[config.mk]
export PLATFORM = sky130hd
export DESIGN_NAME = ps2_rx_fifo
export DESIGN_NICKNAME = d
export VERILOG_FILES = /design/src/rtl/ps2_pkg.sv /design/src/rtl/ps2_rx_fifo_sync_fifo.sv /design/src/rtl/ps2_rx_fifo.sv
export SDC_FILE = /design/constraint.sdc
export NUM_CORES = 1
export LEC_CHECK = 0
export ABC_AREA = 1
export BUFFER_PORTS_ARGS = -buffer_cell sky130_fd_sc_hd__buf_4
export CORE_MARGIN = 4
export CORE_UTILIZATION = 55
export CTS_CLUSTER_DIAMETER = 80
export DETAILED_ROUTE_END_ITERATION = 10
export PLACE_DENSITY = 0.72
export SKIP_CTS_REPAIR_TIMING = 1
export SLEW_MARGIN = 30
export SYNTH_ARGS = -nofsm -noshare
export SYNTH_HDL_FRONTEND = slang
export SYNTH_SLANG_ARGS = --single-unit
[constraint.sdc]
create_clock -name clk -period 5.66 [get_ports clk]
set_input_delay 0.566 -clock clk [delete_from_list [all_inputs] [get_ports clk]]
set_output_delay 0.566 -clock clk [all_outputs]
set_load 0.05 [all_outputs]
[src/rtl/ps2_pkg.sv]
// Shared PS/2 definitions: receive FSM state encoding, frame bit constants
// and the watchdog cycle-count helper.
package ps2_pkg;

   typedef enum logic [1:0] {
      ST_IDLE   = 2'd0,
      ST_DATA   = 2'd1,
      ST_PARITY = 2'd2,
      ST_STOP   = 2'd3
   } ps2_state_t;

   localparam int   FRAME_BITS = 11;
   localparam int   DATA_BITS  = 8;
   localparam logic START_BIT  = 1'b0;
   localparam logic STOP_BIT   = 1'b1;
   localparam logic PARITY_ODD = 1'b1;

   function automatic int timeout_cycles(input int sys_clk_hz, input int timeout_us);
      return (sys_clk_hz / 1_000_000) * timeout_us;
   endfunction

endpackage

[src/rtl/ps2_rx_fifo_sync_fifo.sv]
// Small first-word-fall-through FIFO: head is always the oldest entry,
// occupancy is tracked in its own counter next to the wrapping pointers.
module sync_fifo #(
   parameter int WIDTH = 8,
   parameter int DEPTH = 8
) (
   input  logic                     clk,
   input  logic                     rst_n,
   input  logic                     push,
   input  logic                     pop,
   input  logic [WIDTH-1:0]         wr_data,
   output logic [WIDTH-1:0]         head,
   output logic                     full,
   output logic                     empty,
   output logic [$clog2(DEPTH):0]   count
);

   localparam int AW = $clog2(DEPTH);
   localparam int CW = AW + 1;

   logic [WIDTH-1:0] mem [DEPTH];
   logic [AW-1:0]    wr_ptr_reg;
   logic [AW-1:0]    rd_ptr_reg;
   logic [CW-1:0]    count_reg;
   logic             do_push;
   logic             do_pop;

   assign empty   = (count_reg == '0);
   assign full    = (count_reg == CW'(DEPTH));
   assign do_pop  = pop & ~empty;
   // A full FIFO still accepts a write when the head leaves in the same cycle.
   assign do_push = push & (~full | do_pop);
   assign head    = mem[rd_ptr_reg];
   assign count   = count_reg;

   always_ff @(posedge clk or negedge rst_n) begin
      if (!rst_n) begin
         for (int i = 0; i < DEPTH; i++) mem[i] <= '0;
      end else if (do_push) begin
         mem[wr_ptr_reg] <= wr_data;
      end
   end

   always_ff @(posedge clk or negedge rst_n) begin
      if (!rst_n) begin
         wr_ptr_reg <= '0;
         rd_ptr_reg <= '0;
         count_reg  <= '0;
      end else begin
         if (do_push) wr_ptr_reg <= wr_ptr_reg + 1'b1;
         if (do_pop)  rd_ptr_reg <= rd_ptr_reg + 1'b1;
         case ({do_push, do_pop})
            2'b10:   count_reg <= count_reg + 1'b1;
            2'b01:   count_reg <= count_reg - 1'b1;
            default: count_reg <= count_reg;
         endcase
      end
   end

endmodule

[src/rtl/ps2_rx_fifo.sv]
// PS/2 device-to-host receiver: synchronised and glitch-filtered lines, bit-level
// frame FSM with watchdog, sticky error flags and a FWFT receive FIFO.
import ps2_pkg::*;

module ps2_rx_fifo #(
   parameter int SYS_CLK_HZ = 25_000_000,
   parameter int TIMEOUT_US = 120,
   parameter int FILTER_LEN = 4,
   parameter int FIFO_DEPTH = 8
) (
   input  logic                          clk,
   input  logic                          rst_n,
   input  logic                          ps2_clk,
   input  logic                          ps2_data,
   input  logic                          rd_en,
   input  logic                          err_clear,
   output logic [7:0]                    rd_data,
   output logic                          empty,
   output logic [$clog2(FIFO_DEPTH):0]   count,
   output logic                          irq,
   output logic                          err_parity,
   output logic                          err_frame,
   output logic                          err_timeout,
   output logic                          overflow
);

   localparam int TIMEOUT_CYCLES = timeout_cycles(SYS_CLK_HZ, TIMEOUT_US);
   localparam int WD_W           = $clog2(TIMEOUT_CYCLES + 1);

   logic [1:0] line_raw;
   logic [1:0] line_filt;
   assign line_raw = {ps2_data, ps2_clk};

   // Index 0 is the clock line, index 1 the data line; both see identical delay.
   genvar gi;
   generate
      for (gi = 0; gi < 2; gi++) begin : g_line
         logic       meta_reg;
         logic       sync_reg;
         logic       filt_reg;
         logic [3:0] cnt_reg;

         always_ff @(posedge clk or negedge rst_n) begin
            if (!rst_n) begin
               meta_reg <= 1'b1;
               sync_reg <= 1'b1;
               filt_reg <= 1'b1;
               cnt_reg  <= '0;
            end else begin
               meta_reg <= line_raw[gi];
               sync_reg <= meta_reg;
               if (sync_reg == filt_reg) begin
                  cnt_reg <= '0;
               end else if (cnt_reg == 4'(FILTER_LEN - 1)) begin
                  filt_reg <= sync_reg;
                  cnt_reg  <= '0;
               end else begin
                  cnt_reg <= cnt_reg + 1'b1;
               end
            end
         end

         assign line_filt[gi] = filt_reg;
      end
   endgenerate

   logic clk_f;
   logic data_f;
   logic clk_prev_reg;
   logic fall;

   assign clk_f  = line_filt[0];
   assign data_f = line_filt[1];
   assign fall   = clk_prev_reg & ~clk_f;

   ps2_state_t state_reg, state_next;
   logic [2:0]      bit_cnt_reg, bit_cnt_next;
   logic [7:0]      shift_reg, shift_next;
   logic            parity_reg, parity_next;
   logic [WD_W-1:0] wd_cnt_reg, wd_cnt_next;
   logic            push_req;
   logic            set_parity;
   logic            set_frame;
   logic            set_timeout;

   always_ff @(posedge clk or negedge rst_n) begin
      if (!rst_n) begin
         clk_prev_reg <= 1'b1;
         state_reg    <= ST_IDLE;
         bit_cnt_reg  <= '0;
         shift_reg    <= '0;
         parity_reg   <= 1'b0;
         wd_cnt_reg   <= '0;
      end else begin
         clk_prev_reg <= clk_f;
         state_reg    <= state_next;
         bit_cnt_reg  <= bit_cnt_next;
         shift_reg    <= shift_next;
         parity_reg   <= parity_next;
         wd_cnt_reg   <= wd_cnt_next;
      end
   end

   always_comb begin
      state_next   = state_reg;
      bit_cnt_next = bit_cnt_reg;
      shift_next   = shift_reg;
      parity_next  = parity_reg;
      wd_cnt_next  = '0;
      push_req     = 1'b0;
      set_parity   = 1'b0;
      set_frame    = 1'b0;
      set_timeout  = 1'b0;

      if (state_reg != ST_IDLE && wd_cnt_reg == WD_W'(TIMEOUT_CYCLES)) begin
         set_timeout  = 1'b1;
         state_next   = ST_IDLE;
         bit_cnt_next = '0;
         shift_next   = '0;
      end else begin
         if (state_reg != ST_IDLE && !fall) wd_cnt_next = wd_cnt_reg + 1'b1;
         if (fall) begin
            case (state_reg)
               ST_IDLE: begin
                  if (data_f == START_BIT) begin
                     state_next   = ST_DATA;
                     bit_cnt_next = '0;
                  end
               end
               ST_DATA: begin
                  shift_next   = {data_f, shift_reg[7:1]};
                  bit_cnt_next = bit_cnt_reg + 1'b1;
                  if (bit_cnt_reg == 3'(DATA_BITS - 1)) state_next = ST_PARITY;
               end
               ST_PARITY: begin
                  parity_next = data_f;
                  state_next  = ST_STOP;
               end
               ST_STOP: begin
                  state_next = ST_IDLE;
                  if ((^shift_reg ^ parity_reg) != PARITY_ODD) set_parity = 1'b1;
                  else if (data_f != STOP_BIT)                 set_frame  = 1'b1;
                  else                                         push_req   = 1'b1;
               end
               default: state_next = ST_IDLE;
            endcase
         end
      end
   end

   logic [7:0] fifo_head;
   logic       fifo_full;
   logic       fifo_empty;

   sync_fifo #(
      .WIDTH (8),
      .DEPTH (FIFO_DEPTH)
   ) u_fifo (
      .clk     (clk),
      .rst_n   (rst_n),
      .push    (push_req),
      .pop     (rd_en),
      .wr_data (shift_reg),
      .head    (fifo_head),
      .full    (fifo_full),
      .empty   (fifo_empty),
      .count   (count)
   );

   logic err_parity_reg, err_frame_reg, err_timeout_reg, overflow_reg;
   logic set_overflow;

   assign set_overflow = push_req & fifo_full & ~rd_en;

   // A set in the same cycle as err_clear keeps the flag high.
   always_ff @(posedge clk or negedge rst_n) begin
      if (!rst_n) begin
         err_parity_reg  <= 1'b0;
         err_frame_reg   <= 1'b0;
         err_timeout_reg <= 1'b0;
         overflow_reg    <= 1'b0;
      end else begin
         err_parity_reg  <= set_parity   | (err_parity_reg  & ~err_clear);
         err_frame_reg   <= set_frame    | (err_frame_reg   & ~err_clear);
         err_timeout_reg <= set_timeout  | (err_timeout_reg & ~err_clear);
         overflow_reg    <= set_overflow | (overflow_reg    & ~err_clear);
      end
   end

   assign empty       = fifo_empty;
   assign rd_data     = fifo_empty ? 8'h00 : fifo_head;
   assign err_parity  = err_parity_reg;
   assign err_frame   = err_frame_reg;
   assign err_timeout = err_timeout_reg;
   assign overflow    = overflow_reg;
   assign irq         = ~fifo_empty | err_parity_reg | err_frame_reg
                        | err_timeout_reg | overflow_reg;

endmodule

==> impl_metrics.csv, run 1 <==
group,metric,value,unit
status,outcome,"complete, no violations",
setup_path,crit_fanout,35,
floorplan,die_h,114,µm
clock_tree,numCtsBuffers,17,
floorplan,initial_core_util,56.3,%
min_path,hp-class,"in -> async",
clock_tree,clockRootBuffer,"clkbuf_8",
sta,fin_skew,0.0118,ns
pwr,p_int,1.95,mW
pwr,netSwitchingPower,1.46,mW
synthesis,synthesis.area,0.00613,mm²
clock_tree,clock-sinks,119,
floorplan,die-area,0.0129,mm²
sta,setup_tns,0,ns
drt,drtPass1Iterations,6,
cells_and_area,syn_to_final_growth,10.6,%
drt,drc,0,
setup_path,cp.arrival,2.85,ns
pwr,seqPwrFrac,33.2,%
clock_tree,htree_num_levels,4,
cells_and_area,finalInstanceArea,0.00677,mm²
synthesis,synthFlopType,"dfrtp_1",
sta,finalSetupViolCount,0,
sta,max_slew.worst_pin.slew,0.913,ns
placed_design,place_area,0.00625,mm²
cells_and_area,final_util,62.2,%
placed_design,dp_slack,2.66,ns
drt,drt-initial-drc-count,522,
clock_tree,cts_tree,"built",
cells_and_area,largest_register_ffs,64,
sta,rsz0062_at_grt,"false",
synthesis,seq_area_frac_synth,48.8,%
drt,ant_nets,0,
synthesis,yosysMostFrequentCell,"nand2_1",
synthesis,synth_area_leaders,"dfrtp_1 (46%), nand2_1 (12%), nand4_1 (6.7%)",
synthesis,synth_edf_count,0,
setup_path,required,5.09,ns
synthesis,synth_top_area_cell,"dfrtp_1",
placed_design,portBuffers,23,
floorplan,die_x,114,µm
placed_design,dp.final_hpwl,9.05,mm
grt,grt_pass1_wl,24.6,mm
setup_path,crit_path_end,"rd_data[5]",
floorplan,core_area,0.0109,mm²
setup_path,reg2reg_slack,2.67,ns
grt,grt_pass1_vias,5143,
synthesis,synth_top_area_share,45.8,%
grt,track_usage,24.2,%
sta,finalCritPeriodShare,60.4,%
setup_path,critPathLaunch,"u_fifo.rd_ptr_reg[0]",
setup_path,worstRegToRegCells,12,
sta,fin_ws,2.24,ns
clock_tree,clock_latency,0.54,ns
grt,antenna_found_initial,0,
sta,finalMaxSlewViolations,0,
pwr,power.density,503,mW/mm²
drt,wl_per_cell,15.8,µm
placed_design,gp_congestion,0.826,
drt,wirelength,14.1,mm
pwr,p_sw_share,42.8,%
synthesis,ys_types,39,
cells_and_area,fillers,927,
floorplan,rows,38,
synthesis,ys_top_cells_by_count,"nand2_1 (194), dfrtp_1 (112), nor2_1 (89), nand4_1 (66), inv_1 (52)",
synthesis,postSynthRegisterBits,119,
synthesis,syn_nets,748,
sta,max_slew_margin,39.1,%
setup_path,critPathLaunchType,"register",
synthesis,ys_async_sr_fraction,100,%
synthesis,yosys_warnings,0,
sta,fmax,293,MHz
setup_path,crit_path_end_kind,"primary output",
sta,hold_viol,0,
pwr,ir_drop,0.000442,V
synthesis,synth.avg_cell_area,8.44,µm²
cells_and_area,drive_gt1_share,10.4,%
cells_and_area,fin_nets,759,
floorplan,io_pins,24,
setup_path,reg2reg_from,"shift_reg[3]",
synthesis,syn_inst,726,
clock_tree,cts.clk_slew.worst_paths,0.05,ns
drt,via_per_inst,5.68,
grt,grt_overflow,0,
setup_path,critPathKind,"reg -> out",
grt,grt_max_degree,78,
pwr,clockPowerShare,27.6,%
pwr,power_frac_comb,39.2,%
cells_and_area,antenna_cells,0,
sta,timing.final.crit_period,3.42,ns
drt,vias,5058,
clock_tree,clk_path_buf_depth,2,
setup_path,r2r_end,"u_fifo.mem[17]",
run,cap_violations,0,
pwr,p_leak,3.40,nW
==> cell type report <==
type | instances | area (µm²) | area share, %
sequential | 119 | 2990 | 44.1
clock inverter | 4 | 20.0 | 0.296
multi-input combinational | 515 | 2680 | 39.5
clock buffer | 28 | 495 | 7.32
tap | 140 | 175 | 2.59
inverter | 57 | 214 | 3.16
timing repair buffer | 27 | 206 | 3.05
==> power by group through the flow <==
stage / sequential, mW / clock, mW / combinational (mW)
finish: 1.13 / 0.939 / 1.34
global route: 1.15 / 0.996 / 1.48
CTS: 1.13 / 0.960 / 1.34
detailed placement: 1.14 / 0 / 1.33
global placement: 1.13 / 0 / 1.30
floorplan: 1.11 / 0 / 1.01
==> critical path: stages, from the launching register on <==
cell     delay [ns]
dfrtp_1        0.36
buf_4          0.25
inv_1          0.72
o21ai_0        0.17
o22ai_1        0.21
o21ai_0        0.11
a31oi_1        0.24
buf_4          0.25
==> cell families (layout without fill, tap and decap cells) <==
logic type	after synthesis	after routing	synth area share [%]
mux	2	2	0.368
fa+ha+maj	16	16	3.27
simple gates	394	394	29.8
buf+inv	92	116	7.58
xor+xnor	17	17	2.55
compound gates	86	86	7.66
flops	119	119	48.8
==> worst min-delay path by stage <==
stage | endpoint | start | slack [ns] | cells after the start
after floorplan | bit_cnt_reg[0] | rst_n | 0.27 | 0
after global placement | g_line[1].sync_reg | g_line[1].meta_reg | 0.35 | 0
after detailed placement | g_line[1].sync_reg | g_line[1].meta_reg | 0.35 | 0
after CTS | g_line[0].meta_reg | ps2_clk | 0.10 | 1
after global routing | u_fifo.mem[23] | rst_n | 0.09 | 1
final | u_fifo.mem[23] | rst_n | 0.05 | 1
==> metal layers <==
layer  up-vias  wire length [µm]  global-route usage (%)
met2       163              6860                    40.0
li1       2448                 -                       -
met3        38               838                    6.74
met5         -                 0                       0
met4         0               392                    9.94
met1      2409              5990                    29.9
==> metrics by stage <==
| step | hold WS [ns] | total power [mW] | cells |
|---|---|---|---|
| after global placement | 0.346 | 2.43 | 858 |
| after global routing | 0.0850 | 3.63 | 890 |
| after floorplan | 0.270 | 2.11 | 726 |
| after detailed placement | 0.349 | 2.47 | 858 |
| after CTS | 0.103 | 3.42 | 890 |
| final | 0.0549 | 3.40 | 890 |
==> cell usage in the layout (no fill, tap or decap), drive strengths merged <==
cell,instances
nand2,197
dfrtp,112
nor2,90
nand4,67
inv,55
o21ai,54
clkbuf,28
buf,27
nand3,24
o22ai,17
ha,16
xor2,11
nor3,9
a31oi,8
dfstp,7
xnor2,6
clkinv,6
nor3b,5
a21oi,4
mux2,2
a211oi,1
o21a,1
nor4,1
and3,1
o211ai,1
Note: power is estimated with default switching activity, not from simulation.
==> inputs of run 2 (changes only) <==
==> constraint.sdc (replaced) <==
create_clock -name clk -period 3.2 [get_ports clk]
set_input_delay 0.32 -clock clk [delete_from_list [all_inputs] [get_ports clk]]
set_output_delay 0.32 -clock clk [all_outputs]
set_load 0.05 [all_outputs]
==> run 2 against run 1 <==
Compared with the run above: clock power grew 80%; final cell count grew 1.3%; worst setup slack lost 1.9 ns; register-to-register slack lost 2.3 ns; sequential power grew 69%; critical path type unchanged; critical endpoint is now rd_data[6].
==> impl_metrics.csv, run 2 (synthesized netlist as in run 1, its figures left out) <==
group,metric,value,unit
status,outcome,"complete, no violations",
setup_path,cp.arrival,2.55,ns
clock_tree,numCtsBuffers,17,
pwr,p_int,3.52,mW
grt,antenna_found_initial,0,
sta,finalCritPeriodShare,89.7,%
clock_tree,clk_path_buf_depth,2,
setup_path,critPathLaunchType,"register",
drt,topRoutingLayerUsed,"met4",
clock_tree,clock-sinks,119,
sta,max_slew_margin,40.2,%
drt,drc,0,
placed_design,dp.final_hpwl,9.41,mm
sta,rsz0062_at_grt,"false",
cells_and_area,fin_nets,771,
grt,grt_max_degree,120,
cells_and_area,layout_commonest_cell,"nand2_1",
pwr,p_leak,3.47,nW
drt,via_per_inst,5.69,
sta,fmax,348,MHz
floorplan,io_pins,24,
drt,ant_nets,0,
sta,timing.hold.ws,0.146,ns
setup_path,path_cells,"inv_1 -> o21ai_0 -> o22ai_1 -> o21ai_0 -> a31oi_1 -> buf_4",
drt,wl_per_cell,15.9,µm
setup_path,crit_path_end_kind,"primary output",
drt,vias,5129,
drt,drt-initial-drc-count,474,
placed_design,dp_cells,866,
cells_and_area,final_util,63.3,%
sta,finalSetupViolCount,0,
grt,track_usage,24.0,%
cells_and_area,largest_register_ffs,64,
floorplan,die-area,0.0129,mm²
sta,fin_skew,0.00699,ns
setup_path,required,2.88,ns
pwr,power_frac_comb,40.9,%
floorplan,die_x,114,µm
sta,max_slew.worst_pin.slew,0.896,ns
placed_design,gp_congestion,0.828,
cells_and_area,antenna_cells,0,
grt,grt_pass1_vias,5044,
cells_and_area,drive_gt1_share,11.3,%
sta,timing.final.crit_period,2.87,ns
floorplan,initial_core_util,56.3,%
placed_design,portBuffers,23,
placed_design,dp_slack,0.444,ns
cells_and_area,fillers,921,
sta,hold_viol,0,
cells_and_area,syn_to_final_growth,12.5,%
drt,wl_met1,6.11,mm
pwr,ir_drop,0.000643,V
drt,wl_met3,933,µm
setup_path,slowest_stage,"inv_1",
drt,route.met2.wl,6.98,mm
setup_path,crit_fanout,32,
pwr,netSwitchingPower,2.58,mW
sta,fin_ws,0.329,ns
sta,finalMaxSlewViolations,0,
setup_path,max_stage_delay,0.65,ns
floorplan,core_area,0.0109,mm²
grt,grt_pass1_wl,24.4,mm
setup_path,critPathKind,"reg -> out",
drt,drtPass1Iterations,5,
grt,grt_overflow,0,
clock_tree,htree_num_levels,4,
run,cap_violations,0,
cells_and_area,instances_no_fill,902,
drt,wirelength,14.4,mm
pwr,seqPwrFrac,31.3,%
pwr,power.density,886,mW/mm²
floorplan,rows,38,
clock_tree,clockRootBuffer,"clkbuf_8",
cells_and_area,layout_common_cells,"nand2_1 (194), dfrtp_1 (112), nor2_1 (89)",
clock_tree,cts.clk_slew.worst_paths,0.05,ns
min_path,hp-class,"in -> reg",
pwr,p_sw_share,42.3,%
clock_tree,clock_latency,0.53,ns
floorplan,die_h,114,µm
setup_path,cpMostUsedCell,"o21ai_0",
sta,setup_tns,0,ns
pwr,clockPowerShare,27.7,%
clock_tree,cts_tree,"built",
-- run 2: cell types whose count changed in the layout (fill, tap and decap cells not counted) --
cell,before,now
clkbuf_8,5,3
clkbuf_1,7,8
nor3_1,9,8
dlygate4sd3_1,0,4
buf_6,1,0
nor3_2,0,1
bufinv_16,0,1
buf_4,26,34
buf_12,0,1
-- run 2: worst paths after layout --
check / startpoint / end / slack (ns) / cells past startpoint
worst max-delay path: u_fifo.rd_ptr_reg[0] / rd_data[6] / 0.33 / 6
worst max register to register: state_reg[0] / u_fifo.count[2] / 0.41 / 15
max in group asynchronous: rst_n / bit_cnt_reg[1] / 2.26 / 3
worst min register to register: g_line[0].meta_reg / g_line[0].sync_reg / 0.36 / 0
worst min-delay path: rd_en / overflow / 0.15 / 4
min in group asynchronous: rst_n / u_fifo.mem[9] / 0.39 / 3
-- run 2: power by group through the flow --
| stage | Sequential (mW) | Combinational [mW] | Clock (mW) |
|---|---|---|---|
| global route | 1.94 | 2.74 | 1.81 |
| CTS | 1.91 | 2.50 | 1.73 |
| global placement | 1.91 | 2.44 | 0 |
| detailed placement | 1.93 | 2.49 | 0 |
| finish | 1.91 | 2.50 | 1.69 |
| floorplan | 1.96 | 1.78 | 0 |
-- run 2: layer usage --
metal	GRT usage (%)	vias up
met5	0	-
met3	7.43	28
met2	38.2	175
li1	-	2479
met4	10.3	0
met1	30.4	2447
-- run 2: metrics by stage --
| stage | instance area (µm²) | power [mW] |
|---|---|---|
| 2_1_floorplan | 6130 | 3.74 |
| 3_3_place_gp | 6330 | 4.35 |
| 3_5_place_dp | 6330 | 4.42 |
| 4_1_cts | 6850 | 6.14 |
| 5_1_grt | 6890 | 6.49 |
| 6_report | 6890 | 6.10 |
-- run 2: final cells by class --
type                       count  area (µm²)  share of cell area [%]
clock buffer                  27         472                    6.84
sequential                   119        2990                    43.3
inverter                      57         214                    3.10
timing repair buffer          39         315                    4.57
clock inverter                 5        50.0                   0.726
multi-input combinational    515        2680                    38.9
tap                          140         175                    2.54
-- run 2: critical path, delay by kind of cell, from the launching register on --
kind                   cells  cell delay (ns)
buffers and inverters      2             0.88
flip-flops                 1             0.37
AO/OA/AOI/OAI              4             0.77
==> inputs of run 3 (changes only) <==
--- a/config.mk
+++ b/config.mk
@@ -8,10 +8,10 @@
 export ABC_AREA = 1
 export BUFFER_PORTS_ARGS = -buffer_cell sky130_fd_sc_hd__buf_4
 export CORE_MARGIN = 4
-export CORE_UTILIZATION = 55
+export CORE_UTILIZATION = 35
 export CTS_CLUSTER_DIAMETER = 80
+export CTS_CLUSTER_SIZE = 16
 export DETAILED_ROUTE_END_ITERATION = 10
-export PLACE_DENSITY = 0.72
 export SKIP_CTS_REPAIR_TIMING = 1
 export SLEW_MARGIN = 30
 export SYNTH_ARGS = -nofsm -noshare
==> run 3 against run 2 <==
Compared with the run above: first-iteration DRC count shrank 20%; total power grew 4.1%; hold slack lost 0.038 ns; critical path depth grew 9; non-clock buffer count grew 4; critical endpoint is now u_fifo.count[3]; highest routed layer unchanged.
==> impl_metrics.csv, run 3 (synthesized netlist as in run 1, its figures left out) <==
group,metric,value,unit
status,outcome,"complete, no violations",
drt,route.met2.wl,6.69,mm
grt,grt_pass1_wl,25.4,mm
floorplan,rows,48,
placed_design,gp_congestion,0.811,
cells_and_area,antenna_cells,0,
floorplan,die_h,140,µm
sta,max_slew_margin,38.2,%
sta,hold_viol,0,
sta,fin_ws,0.493,ns
clock_tree,htree_num_levels,4,
placed_design,dp_slack,0.500,ns
floorplan,initial_core_util,35.5,%
drt,drtPass1Iterations,5,
setup_path,crit_path_end_kind,"register",
sta,timing.final.crit_period,2.71,ns
drt,via_per_inst,5.07,
sta,max_slew.worst_pin.slew,0.924,ns
sta,fin_skew,0.00936,ns
drt,vias,5021,
grt,grt_max_degree,76,
grt,grt_pass1_vias,4851,
drt,wl_per_cell,15.2,µm
placed_design,portBuffers,23,
run,cap_violations,0,
cells_and_area,drive_gt1_share,12.1,%
sta,finalMaxSlewViolations,0,
grt,grt_overflow,0,
clock_tree,clk_path_buf_depth,2,
cells_and_area,layout_commonest_cell,"nand2_1",
pwr,p_leak,3.52,nW
clock_tree,clock-sinks,119,
sta,rsz0062_at_grt,"false",
pwr,ir_drop,0.000678,V
cells_and_area,largest_register_ffs,64,
drt,wl_met1,7.34,mm
drt,ant_nets,0,
clock_tree,cts.clk_slew.worst_paths,0.05,ns
sta,setup_tns,0,ns
cells_and_area,fin_nets,775,
setup_path,critPathLaunchType,"register",
placed_design,dp.final_hpwl,9.91,mm
floorplan,die-area,0.0197,mm²
setup_path,crit_fanout,7,
sta,fmax,369,MHz
clock_tree,cts_tree,"built",
sta,finalSetupViolCount,0,
setup_path,cp.arrival,3.00,ns
cells_and_area,fillers,1721,
setup_path,worstRegToRegCells,15,
floorplan,io_pins,24,
drt,wirelength,15.1,mm
clock_tree,numCtsBuffers,17,
drt,drc,0,
grt,track_usage,16.2,%
drt,drt-initial-drc-count,380,
clock_tree,clock_latency,0.42,ns
setup_path,required,3.49,ns
floorplan,die_x,140,µm
clock_tree,clockRootBuffer,"clkbuf_16",
cells_and_area,syn_to_final_growth,16.1,%
min_path,hold_depth,2,
grt,antenna_found_initial,0,
floorplan,core_area,0.0172,mm²
drt,topRoutingLayerUsed,"met4",
pwr,power.density,894,mW/mm²
cells_and_area,layout_common_cells,"nand2_1 (194), dfrtp_1 (112), nor2_1 (89)",
drt,wl_met3,836,µm
setup_path,critPathKind,"reg -> reg",
sta,finalCritPeriodShare,84.6,%
min_path,hp-class,"in -> reg",
-- run 3: cell type report --
class | count | area (µm²) | share of cell area (%)
clock inverter | 7 | 119 | 1.67
inverter | 57 | 214 | 3.01
sequential | 119 | 2990 | 42.0
multi-input combinational | 515 | 2680 | 37.7
clock buffer | 25 | 475 | 6.69
timing repair buffer | 43 | 355 | 5.00
tap | 225 | 282 | 3.96
-- run 3: where the power goes --
part	leakage [nW]	switching (mW)	total [mW]	internal, mW
sequential	1.61	0.195	1.91	1.71
combinational	1.63	1.75	2.51	0.753
clock	0.282	0.677	1.94	1.27
total	3.52	2.63	6.36	3.73
-- run 3: stage by stage --
stage	hold WS [ns]	instances	total power, mW	utilization, %	area [µm²]
global route	0.117	991	6.77	41.3	7110
detailed placement	0.351	956	4.44	37.6	6490
global placement	0.354	956	4.41	37.6	6490
CTS	-0.0566	988	6.41	41.1	7080
floorplan	0.0244	726	3.74	-	6130
finish	0.109	991	6.36	41.3	7110
-- run 3: worst paths after layout --
check                                         from            endpoint  slack [ns]
worst max-delay path                  state_reg[0]     u_fifo.count[3]        0.49
worst min-delay path                     err_clear            overflow        0.11
worst max register to register        state_reg[0]     u_fifo.count[3]        0.49
worst min register to register  g_line[1].meta_reg  g_line[1].sync_reg        0.36
max in group asynchronous                    rst_n      u_fifo.mem[41]        1.94
min in group asynchronous                    rst_n      u_fifo.mem[55]        0.47
-- run 3: critical path, cell delays in order, from the launching register on --
cell     delay (ns)
dfrtp_1        0.37
inv_1          0.09
ha_1           0.23
nor3_1         0.20
nand3_1        0.24
nand4_2        0.20
nor2_8         0.06
nand2_1        0.17
ha_1           0.25
nand2_1        0.07
inv_1          0.08
nor2_1         0.05
and3_1         0.18
a21oi_1        0.11
o21ai_0        0.11
xor2_1         0.16
-- run 3: layer usage --
metal  vias up  global-route usage (%)
met3        17                    4.44
li1       2485                       -
met2       121                    23.9
met4         0                    4.95
met5         -                       0
met1      2398                    23.2
